File: config.mk
export PLATFORM = sky130hd
export DESIGN_NAME = sid_adsr
export DESIGN_NICKNAME = d
export VERILOG_FILES = /design/src/rtl/sid_adsr.sv
export SDC_FILE = /design/constraint.sdc
export NUM_CORES = 1
export LEC_CHECK = 0
export ABC_CLOCK_PERIOD_IN_PS = 5750
export CORE_MARGIN = 10
export CORE_UTILIZATION = 36
export DETAILED_ROUTE_END_ITERATION = 10
export PLACE_DENSITY_LB_ADDON = 0.1
export RECOVER_POWER = 25
export SYNTH_ARGS = -nofsm -noshare
export SYNTH_HDL_FRONTEND = slang
export SYNTH_SLANG_ARGS = --single-unit
File: constraint.sdc
create_clock -name CLK -period 5.75 [get_ports CLK]
set_input_delay 0.8625 -clock CLK [delete_from_list [all_inputs] [get_ports CLK]]
set_output_delay 0.8625 -clock CLK [all_outputs]
set_load 0.01 [all_outputs]
File: src/rtl/sid_adsr.sv
// SID-style ADSR envelope generator for one voice: 15-bit rate counter,
// piecewise-exponential decay/release divider and an attack/decay-sustain/release FSM.
module sid_adsr #(
  parameter logic [4:0] BASE_ADDR = 5'd0,
  parameter logic       EXP_MODE  = 1'b1
) (
  input  logic       CLK,
  input  logic       RST,
  input  logic       TICK,
  input  logic       WR,
  input  logic [4:0] ADDR,
  input  logic [7:0] DATA,
  output logic [7:0] OUTPUT,
  output logic [1:0] STATE
);

  typedef enum logic [1:0] {
    ST_ATTACK        = 2'd0,
    ST_DECAY_SUSTAIN = 2'd1,
    ST_RELEASE       = 2'd2
  } state_e;

  localparam logic [4:0] A_CTRL = BASE_ADDR + 5'd4;
  localparam logic [4:0] A_AD   = BASE_ADDR + 5'd5;
  localparam logic [4:0] A_SR   = BASE_ADDR + 5'd6;

  state_e      r_state;
  logic [7:0]  r_level;
  logic [14:0] r_rate_cnt;
  logic [4:0]  r_exp_cnt;
  logic        r_gate, r_gate_q;
  logic [3:0]  r_att, r_dec, r_sus, r_rel;

  state_e      w_state_nxt;
  logic [7:0]  w_level_nxt;
  logic [4:0]  w_exp_nxt;
  logic [14:0] w_rate_nxt;
  logic [3:0]  w_nib;
  logic [14:0] w_period;
  logic [4:0]  w_exp_period;
  logic        w_rate_hit, w_step, w_exp_hit, w_rise, w_fall;

  function automatic logic [14:0] rate_period(input logic [3:0] nib);
    case (nib)
      4'd0:    rate_period = 15'd9;
      4'd1:    rate_period = 15'd32;
      4'd2:    rate_period = 15'd63;
      4'd3:    rate_period = 15'd95;
      4'd4:    rate_period = 15'd149;
      4'd5:    rate_period = 15'd220;
      4'd6:    rate_period = 15'd267;
      4'd7:    rate_period = 15'd313;
      4'd8:    rate_period = 15'd392;
      4'd9:    rate_period = 15'd977;
      4'd10:   rate_period = 15'd1954;
      4'd11:   rate_period = 15'd3126;
      4'd12:   rate_period = 15'd3907;
      4'd13:   rate_period = 15'd11720;
      4'd14:   rate_period = 15'd19532;
      default: rate_period = 15'd31251;
    endcase
  endfunction

  // The gate as seen by the envelope lags the register by one edge, so a write
  // at edge N produces its edge event at N+1.
  assign w_rise = r_gate & ~r_gate_q;
  assign w_fall = ~r_gate & r_gate_q;

  // NOTE: every signal gets a default before any branch, so no path can leave
  // one unassigned and infer a latch.
  always_comb begin
    w_nib        = r_rel;
    w_exp_period = 5'd1;
    case (r_state)
      ST_ATTACK:        w_nib = r_att;
      ST_DECAY_SUSTAIN: w_nib = r_dec;
      default:          w_nib = r_rel;
    endcase
    if (EXP_MODE) begin
      if      (r_level > 8'd93) w_exp_period = 5'd1;
      else if (r_level >= 8'd55) w_exp_period = 5'd2;
      else if (r_level >= 8'd27) w_exp_period = 5'd4;
      else if (r_level >= 8'd15) w_exp_period = 5'd8;
      else if (r_level >= 8'd7)  w_exp_period = 5'd16;
      else if (r_level >= 8'd1)  w_exp_period = 5'd30;
      else                       w_exp_period = 5'd1;
    end
  end

  assign w_period   = rate_period(w_nib);
  // Equality only: a shrunken period lets the counter run through 0x7FFF.
  assign w_rate_hit = (r_rate_cnt == w_period - 15'd1);
  assign w_step     = TICK & w_rate_hit;
  assign w_rate_nxt = !TICK ? r_rate_cnt : (w_rate_hit ? 15'd0 : r_rate_cnt + 15'd1);
  assign w_exp_hit  = (r_exp_cnt == w_exp_period - 5'd1);

  always_comb begin
    w_state_nxt = r_state;
    w_level_nxt = r_level;
    w_exp_nxt   = r_exp_cnt;
    if (w_rise) begin
      w_state_nxt = ST_ATTACK;
      w_exp_nxt   = 5'd0;
    end else if (w_fall) begin
      w_state_nxt = ST_RELEASE;
    end else if (w_step) begin
      case (r_state)
        ST_ATTACK: begin
          if (r_level >= 8'hFE) begin
            w_level_nxt = 8'hFF;
            w_state_nxt = ST_DECAY_SUSTAIN;
            w_exp_nxt   = 5'd0;
          end else begin
            w_level_nxt = r_level + 8'd1;
          end
        end
        default: begin
          w_exp_nxt = w_exp_hit ? 5'd0 : r_exp_cnt + 5'd1;
          if (w_exp_hit) begin
            if (r_state == ST_DECAY_SUSTAIN) begin
              if (r_level > {r_sus, r_sus}) w_level_nxt = r_level - 8'd1;
            end else if (r_level != 8'd0) begin
              w_level_nxt = r_level - 8'd1;
            end
          end
        end
      endcase
    end
  end

  // NOTE: state registers use non-blocking assignments so every register
  // samples pre-edge values regardless of statement order.
  always_ff @(posedge CLK) begin
    if (RST) begin
      r_state    <= ST_RELEASE;
      r_level    <= 8'd0;
      r_rate_cnt <= 15'd0;
      r_exp_cnt  <= 5'd0;
      r_gate     <= 1'b0;
      r_gate_q   <= 1'b0;
      r_att      <= 4'd0;
      r_dec      <= 4'd0;
      r_sus      <= 4'hF;
      r_rel      <= 4'd0;
    end else begin
      r_state    <= w_state_nxt;
      r_level    <= w_level_nxt;
      r_rate_cnt <= w_rate_nxt;
      r_exp_cnt  <= w_exp_nxt;
      r_gate_q   <= r_gate;
      if (WR && ADDR == A_CTRL) r_gate <= DATA[0];
      if (WR && ADDR == A_AD) begin
        r_att <= DATA[7:4];
        r_dec <= DATA[3:0];
      end
      if (WR && ADDR == A_SR) begin
        r_sus <= DATA[7:4];
        r_rel <= DATA[3:0];
      end
    end
  end

  assign OUTPUT = r_level;
  assign STATE  = r_state;

endmodule
# [Word level (Yosys, flattened, before mapping)]
# Memories as Yosys holds them, arrays and structs flattened.
# Cells that the tools add are included.
[word_totals] register_bits=48 romBits=240 inputBits=17 output_inout_bits=10 mem_count=1
[op_classes] add_sub_neg=6 n_lt_le_gt_ge=8 n_eq_ne=8 muxes=22 bitwise_logic=7 reduce_logical=16
[mem_list] name="(no name shown)" depth=16 word_bits=15 rd=1 rd_clocked_by_memory_dff=0 write_ports=0 line="44" rtl="case (nib)"
[op_table] operator="8-bit 2-to-1 mux" count=6
[op_table] operator="5-bit 2-to-1 mux" count=9
[op_table] operator="15-bit by 1-bit adder with 15-bit output, second input constant" count=1
[op_table] operator="15-bit equality test" count=1
[op_table] operator="5-bit by 3-bit equality test with 1-bit output, second input constant" count=3
[op_table] operator="15-bit 2-to-1 mux" count=1
[op_table] operator="15-bit by 1-bit subtractor with 15-bit output, second input constant" count=1
[op_table] operator="3-bit nonzero test" count=4
[op_table] operator="2-bit 2-to-1 mux" count=5
[op_table] operator="3-bit AND reduction" count=3
[op_table] operator="8-bit by 1-bit adder with 8-bit output, second input constant" count=1
[op_table] operator="8-bit by 1-bit greater-or-equal comparator with 1-bit output, second input constant" count=1
[op_table] operator="8-bit by 3-bit greater-or-equal comparator with 1-bit output, second input constant" count=1
[op_table] operator="8-bit by 4-bit greater-or-equal comparator with 1-bit output, second input constant" count=1
[op_table] operator="8-bit by 5-bit greater-or-equal comparator with 1-bit output, second input constant" count=1
[op_table] operator="8-bit by 6-bit greater-or-equal comparator with 1-bit output, second input constant" count=1
[op_table] operator="8-bit greater-or-equal comparator, second input constant" count=1
[op_table] operator="8-bit by 7-bit greater-than comparator with 1-bit output, second input constant" count=1
[op_table] operator="8-bit greater-than comparator" count=1
[op_table] operator="4-bit one-hot mux with 2 select lines" count=1
[op_table] operator="8-bit nonzero test" count=1
[op_table] operator="8-bit by 1-bit subtractor with 8-bit output, second input constant" count=1
[op_table] operator="6-bit AND reduction" count=1
[op_table] operator="5-bit by 1-bit adder with 5-bit output, second input constant" count=1
[op_table] operator="other kinds (12)" count=19

# [Longest topological paths before layout]
[logic_depth] depth_word=11 depth_mapped=18 depth_no_buf=16

# [Worst setup path before layout]
# OpenSTA, ideal clock, no wires.
[synth_timing] path_kind="reg2reg" start="reg r_state[0], in the netlist STATE[0]" end="reg r_level[2], in the netlist OUTPUT[2]" setup_ns=0.101 arrival_time_ns=4.213 required_ns=5.649 setup_slack_ns=1.436 path_stages_with_launch=16 path_cell_list="dfxtp_1 > buf_6 > mux2i_1 > o21ai_1 > ha_1 > nor2b_1 > a22oi_1 > a31oi_1 > a31oi_1 > nor4bb_1 > nand2_1 > mux2i_1 > or4_1 > buf_2 > or3_4 > o41ai_1"
[synth_between] elab_chain_cells=7 word_cells_on_any_way=14 cone_classes="1 x add/sub; 3 x eq/ne; 4 x mux; 1 x bitwise; 4 x reduce/logical; 1 x memory"
[synth_lines] element="start, declared" line="27" rtl="state_e r_state;"
[synth_lines] element="start signal, assigned" line="146" rtl="r_state <= w_state_nxt;"
[synth_lines] element="2-bit by 1-bit equality test with 1-bit output / 2-bit zero test (equally long branches)" line="74, 120, 107"
[synth_lines] element="4-bit one-hot mux with 2 select lines" line="74" rtl="case (r_state)"
[synth_lines] element="memory read 16 x 15 bit"
[synth_lines] element="15-bit by 1-bit subtractor with 15-bit output" line="92" rtl="assign w_rate_hit = (r_rate_cnt == w_period - 15'd1);"
[synth_lines] element="15-bit equality test" line="92"
[synth_lines] element="1-bit AND" line="93" rtl="assign w_step = TICK & w_rate_hit;"
[synth_lines] element="6-bit AND reduction (no line)"
[synth_lines] element="end signal, assigned" line="147" rtl="r_level <= w_level_nxt;"
[synth_lines] element="end, declared" line="28" rtl="logic [7:0] r_level;"
# Several ways; a longest one is shown, not always the timed one. The select of a mux whose other input is x is not followed.
# A chain may end at the register's enable or synchronous reset.

# [Worst setup path after layout]
[layout_timing] start="reg r_state[1], in the netlist STATE[1]" end="reg r_level[2], in the netlist OUTPUT[2]"
# Same word-level chain as after synthesis.

==> results_dict.tcl <==
set metrics [dict create \
    result_of_the_run "finished, final reports clean" \
    synth.ff_latch_count 48 \
    pin_count 27 \
    met2_length_um 5090 \
    drc_errors 0 \
    max_slew_margin 0.384 \
    area.growth.synth_to_final_pct 12.0 \
    grt_antenna_before_repair 0 \
    synth_enable_flop_cells 0 \
    power_frac_seq 0.509 \
    synth.lib_cells_used.distinct 74 \
    syn-cell-area_sq_um 3990 \
    gr-total-overflow 0 \
    critPathRequiredTime_ns 5.97 \
    finalSetupViolCount 0 \
    slowest_delay_ns 0.81 \
    hpwl_um 8590 \
    final_skew_ns 0.0146 \
    final_max_slew_viol_count 0 \
    drtIter0Drc 298 \
    starting_density 0.368 \
    finalPower_mw 0.665 \
    rsz_0062_raised_after_global_routing "false" \
    syn_area_per_cell_sq_um 7.95 \
    routed-via-count 3750 \
    die-width_um 125 \
    drt-vias-per-instance 5.71 \
    synth_flop_cell "sky130_fd_sc_hd__dfxtp_1" \
    grt_usage 0.135 \
    drt-wirelength-per-cell_um 16.9 \
    setup_total_negative_slack_ns 0 \
    postSynth.asyncResetShare 0 \
    powerDensity_nw_per_um2 149 \
    grt_first_pass_wirelength_um 17900 \
    synth.yosys.warnings 0 \
    min_delay_worst_type "flip-flop to flip-flop" \
    die_h_um 125 \
    critical_path.most_common_cell "sky130_fd_sc_hd__a31oi_1" \
    clock_power_share 0.403 \
    timing_worst_slew_pin_value_ns 0.918 \
    ys_top_cells_by_area "sky130_fd_sc_hd__dfxtp_1, sky130_fd_sc_hd__ha_1, sky130_fd_sc_hd__mux2i_1" \
    route.layer.met1.wl_um 5230 \
    tritoncts "yes" \
    timing.setup.critical_path_class "flip-flop to flip-flop" \
    synth_fp_nets 549 \
    crit_slowest_cell "sky130_fd_sc_hd__o21ai_1" \
    clkSinkCount 48 \
    critical_path_peak_fanout 18 \
    synth_most_common_cell "sky130_fd_sc_hd__nor2_1" \
    cts.clk_slew.worst_paths_ns 0.10 \
    cts_setup_buffers 0 \
    via_count_of_the_first_global_routing_pass 3534 \
    placementRows 38 \
    numPortBuffers 26 \
    die_area_sq_um 15700 \
    finalInstanceArea_sq_um 4470 \
    fmax_ghz 0.191 \
    comb_power_share 0.088 \
    gpl.final_weighted_congestion 0.934 \
    timing.critical_path.arrival_ns 5.45 \
    drive_gt1_frac 0.0580 \
    synthesis.instances 502 \
    intPower_mw 0.501 \
    synth_top_area_cell "sky130_fd_sc_hd__dfxtp_1" \
    finalHoldViolations 0 \
    synth_largest_type_area_fraction 0.241 \
    max-clock-path-buffers 2 \
    switching_share_of_power 0.246 \
    placed_area_sq_um 4350 \
    final_period_minus_worst_setup_slack_ns 5.23 \
    detail_route.first_pass.iterations 5 \
    synth_commonest_cells "sky130_fd_sc_hd__nor2_1, sky130_fd_sc_hd__nand2_1, sky130_fd_sc_hd__dfxtp_1" \
    placeableCoreArea_sq_um 10800 \
    totalWireLength_um 11100 \
    worst_skew_pair_later_pin_latency_ns 0.32 \
    antenna_cells 0 \
    peakVddDrop_mv 0.0797 \
    dr_wl_met3_um 556 \
    cts-hold-fix-buffers 0 \
    numCtsBuffers 5 \
    timing.critical_path.from_type "flip-flop" \
    ctsResizeCount 0 \
    power_switching_mw 0.164 \
    grt_start_max_net_pins 23 \
    clockRootBuffer "sky130_fd_sc_hd__clkbuf_8" \
    ant_nets 0 \
    yosysSeqAreaShare 0.241 \
    maxCapViolations 0 \
    fin_nets 563 \
    worstPathCellList "o21ai_1, ha_1, nor2b_1, a22oi_1, a31oi_1, a31oi_1, nor4bb_1, nand2_1, mux2i_1, or4_1, or3_4, o41ai_1" \
    topRoutingLayerUsed "met4" \
    clock_tree.htree_level_count 2 \
    final.period_utilization 0.910 \
    critical_path.endpoint_type "flip-flop" \
    total_leakage_power_nw 1.79 \
]
registers in the layout, indices dropped and copies added, names as in the netlist:
signal / flops
r_rel: 4
r_sus: 4
r_att: 4
r_gate: 1
r_rate_cnt: 15
STATE: 2
OUTPUT: 8
r_dec: 4
r_gate_q: 1
r_exp_cnt: 5
final timing paths:
check,end,slack [ns],from,cells past startpoint
worst max register to register,OUTPUT[2],0.52,STATE[1],12
worst min-delay path,r_sus[3],0.49,r_sus[3],2
worst max-delay path,OUTPUT[2],0.52,STATE[1],12
worst min register to register,r_sus[3],0.49,r_sus[3],2
layer usage:
layer  track usage  vias to the layer above
met4        0.0447                        0
li1              -                     1856
met2         0.217                      108
met3        0.0249                       16
met5             0                        -
met1         0.176                     1770
worst max-delay path: cells and delay by family (launching register included):
family,cells,cell delay (ns)
adder cells (fa/ha/maj),1,0.43
AND/OR/NAND/NOR,5,2.03
multiplexers,1,0.15
AO/OA/AOI/OAI,5,2.04
flip-flops,1,0.50
power by group through the flow:
stage	Sequential, mW	Clock [mW]	Combinational, mW
5_1_grt	0.339	0.289	0.0650
2_1_floorplan	0.345	0	0.0367
3_5_place_dp	0.346	0	0.0588
3_3_place_gp	0.346	0	0.0577
4_1_cts	0.338	0.276	0.0590
6_report	0.338	0.268	0.0584
area by class of cell:
| class | instances | area, sq um |
|---|---|---|
| clock inverter | 2 | 38.8 |
| tap | 140 | 175 |
| sequential | 48 | 961 |
| fill | 1125 | 6370 |
| clock buffer | 6 | 82.6 |
| inverter | 23 | 86.3 |
| multi-input combinational | 407 | 2830 |
| timing repair buffer | 31 | 298 |
kinds of logic (layout without fill, tap and decap cells):
family          count (synthesis)  count (layout)  share of synthesized area
flops                          48              48                      0.241
simple gates                  195             195                      0.243
compound gates                113             113                      0.204
xor+xnor                       40              40                     0.0878
buf+inv                        47              62                     0.0505
fa+ha+maj                      30              30                     0.0940
mux                            29              29                     0.0802
per-stage QoR:
stage	setup slack, ns	hold slack, ns	util	std cells
after CTS	0.573	0.500	0.412	657
final	0.519	0.487	0.412	657
after floorplan	1.44	0.445	-	502
after global placement	0.815	0.462	0.401	649
after detailed placement	0.586	0.477	0.401	649
after global routing	0.121	0.528	0.412	657
cells in the final DEF, fill, tap and decap left out, types with 8 or more instances in the layout:
cell type / count
sky130_fd_sc_hd__a211oi_1: 9
sky130_fd_sc_hd__a21oi_1: 22
sky130_fd_sc_hd__clkdlybuf4s50_1: 17
sky130_fd_sc_hd__dfxtp_1: 48
sky130_fd_sc_hd__dlygate4sd3_1: 9
sky130_fd_sc_hd__ha_1: 30
sky130_fd_sc_hd__inv_1: 21
sky130_fd_sc_hd__mux2i_1: 25
sky130_fd_sc_hd__nand2_1: 50
sky130_fd_sc_hd__nand3_1: 25
sky130_fd_sc_hd__nand4_1: 8
sky130_fd_sc_hd__nor2_1: 55
sky130_fd_sc_hd__nor3_1: 11
sky130_fd_sc_hd__o21ai_0: 14
sky130_fd_sc_hd__xnor2_1: 23
sky130_fd_sc_hd__xor2_1: 17
Note: power is estimated with default switching activity, not from simulation.
==> RTL edit: new RTL, same flow settings <==
Make the reset (`RST`) asynchronous in one clocked block.
--- a/src/rtl/sid_adsr.sv
+++ b/src/rtl/sid_adsr.sv
@@ -130,7 +130,7 @@
 
   // NOTE: state registers use non-blocking assignments so every register
   // samples pre-edge values regardless of statement order.
-  always_ff @(posedge CLK) begin
+  always_ff @(posedge CLK or posedge RST) begin
     if (RST) begin
       r_state    <= ST_RELEASE;
       r_level    <= 8'd0;
Behaviour: differs if RST is asserted again (counterexample within 4 cycles, from zero or initial values and one cycle with RST high); with RST held inactive, the same outputs for 10 cycles.
==> RTL edit against the unedited design <==
- the flow now finishes with violations (capacitance limit, slew limit)
- worst hold slack worse by 0.068 ns
- largest cell class unchanged
- final area up 19%
- sequential cell count unchanged
- worst setup slack worse by 0.016 ns
- critical endpoint is now OUTPUT[6]$_DFFE_PP0P_
- highest routed layer unchanged
- routed wire length up 21%
- synthesized area up 18%
Power is not compared: it rests on default switching activity, and its combinational part moved more than twofold at a synthesized area within 25%.
==> RTL edit: results <==
metrics = {
    "run_status": {
        "outcome": "finished, violations left",
        "violations": "capacitance limit, slew limit",
    },
    "grt": {
        "grt_use_met3_pct": 2.34,
        "grt_util_met1_pct": 20.0,
        "track_usage_pct": 14.8,
        "grtUsageMet2_pct": 23.8,
        "grt_pass1_wl_um": 22100,
        "grt_max_degree": 49,
        "grt_pass1_vias": 4177,
    },
    "worst_hold_path": {
        "hold_start": "r_gate$_DFFE_PP0P_",
        "holdPathStages": 0,
        "worstHoldEndpoint": "r_gate_q$_DFF_PP0_",
    },
    "timing": {
        "maxSlewHeadroom_pct": -28.6,
        "slew_violations": 49,
        "skew_ns": 0.00773,
    },
    "pwr": {
        "total_power_w": 0.00229,
    },
    "finish": {
        "multiInputCombCellCount": 453,
        "area_growth_pct": 12.4,
        "inverters": 31,
        "fillers": 1320,
        "clk_share_pct": 4.05,
        "drive_above_1_share_pct": 11.0,
        "nNetsFinal": 619,
        "signal_buffers": 33,
        "multiInputGateArea_um2": 3250,
        "area_share_nonclk_buffers_pct": 5.88,
        "clockBufferCount": 5,
        "regArea_um2": 1210,
    },
    "die": {
        "n_tap_cell": 172,
    },
    "cts": {
        "clockBufferDepth": 2,
        "ctsResizeCount": 0,
        "path_clk_slew_ns": 0.07,
        "cts-root-buf": "clkbuf_16",
        "cts_made_buffers": 5,
    },
    "setup_path": {
        "crit_start": "STATE[1]$_DFFE_PP1P_",
        "slowest_stage": "dfstp_2",
        "critPathCapture": "OUTPUT[6]$_DFFE_PP0P_",
        "reg2reg_depth": 18,
        "critPathMaxStageDelay_ns": 0.67,
        "worst-path-max-fanout": 12,
        "cpLargestDelayFamily": "simple AND/OR/NAND/NOR gates",
        "rrSetupSlack_ns": 0.50,
    },
    "synthesis": {
        "synthArstFlopShare_pct": 100,
        "ys_seq_area_share_pct": 25.5,
        "yosys-top-cells-area": "dfrtp_1 (23%), ha_1 (7.9%), mux2_2 (5.0%), nand2_1 (3.6%), nor2_1 (3.1%)",
        "ys_top_cells_by_count": "nand2_1 (45), dfrtp_1 (43), nor2_1 (39), ha_1 (30), inv_1 (30)",
        "synth_fp_nets": 606,
        "yosysUniqueCellTypes": 81,
    },
    "detailed_routing": {
        "num_vias": 4280,
        "wirelength_um": 13400,
        "drt_iter0_markers": 325,
    },
    "placement": {
        "place.gp.congestion": 0.868,
        "placed_area_um2": 5100,
        "dpl.hpwl_um": 10100,
    },
    "flow_run": {
        "max_cap_viol_count": 1,
    },
}
[RTL edit: layer usage]
| metal | wire length (µm) | up-vias |
|---|---|---|
| met5 | 0 | - |
| met4 | 135 | 0 |
| met3 | 499 | 8 |
| met2 | 6210 | 87 |
| met1 | 6580 | 2072 |
| li1 | - | 2113 |
[RTL edit: through the flow]
step | setup WS, ns | instances | hold WS [ns]
2_1_floorplan | 0.790 | 559 | 0.380
3_3_place_gp | 0.753 | 737 | 0.397
3_5_place_dp | 0.566 | 737 | 0.402
4_1_cts | 0.534 | 745 | 0.424
5_1_grt | 0.0384 | 745 | 0.446
6_report | 0.503 | 745 | 0.420
[RTL edit: cells by family after synthesis]
logic type	Yosys count	synth area share [%]
simple gates	201	22.5
compound gates	156	24.2
buf+inv	58	5.74
flops	48	25.5
mux	38	8.89
fa+ha+maj	30	7.94
xor+xnor	28	5.19
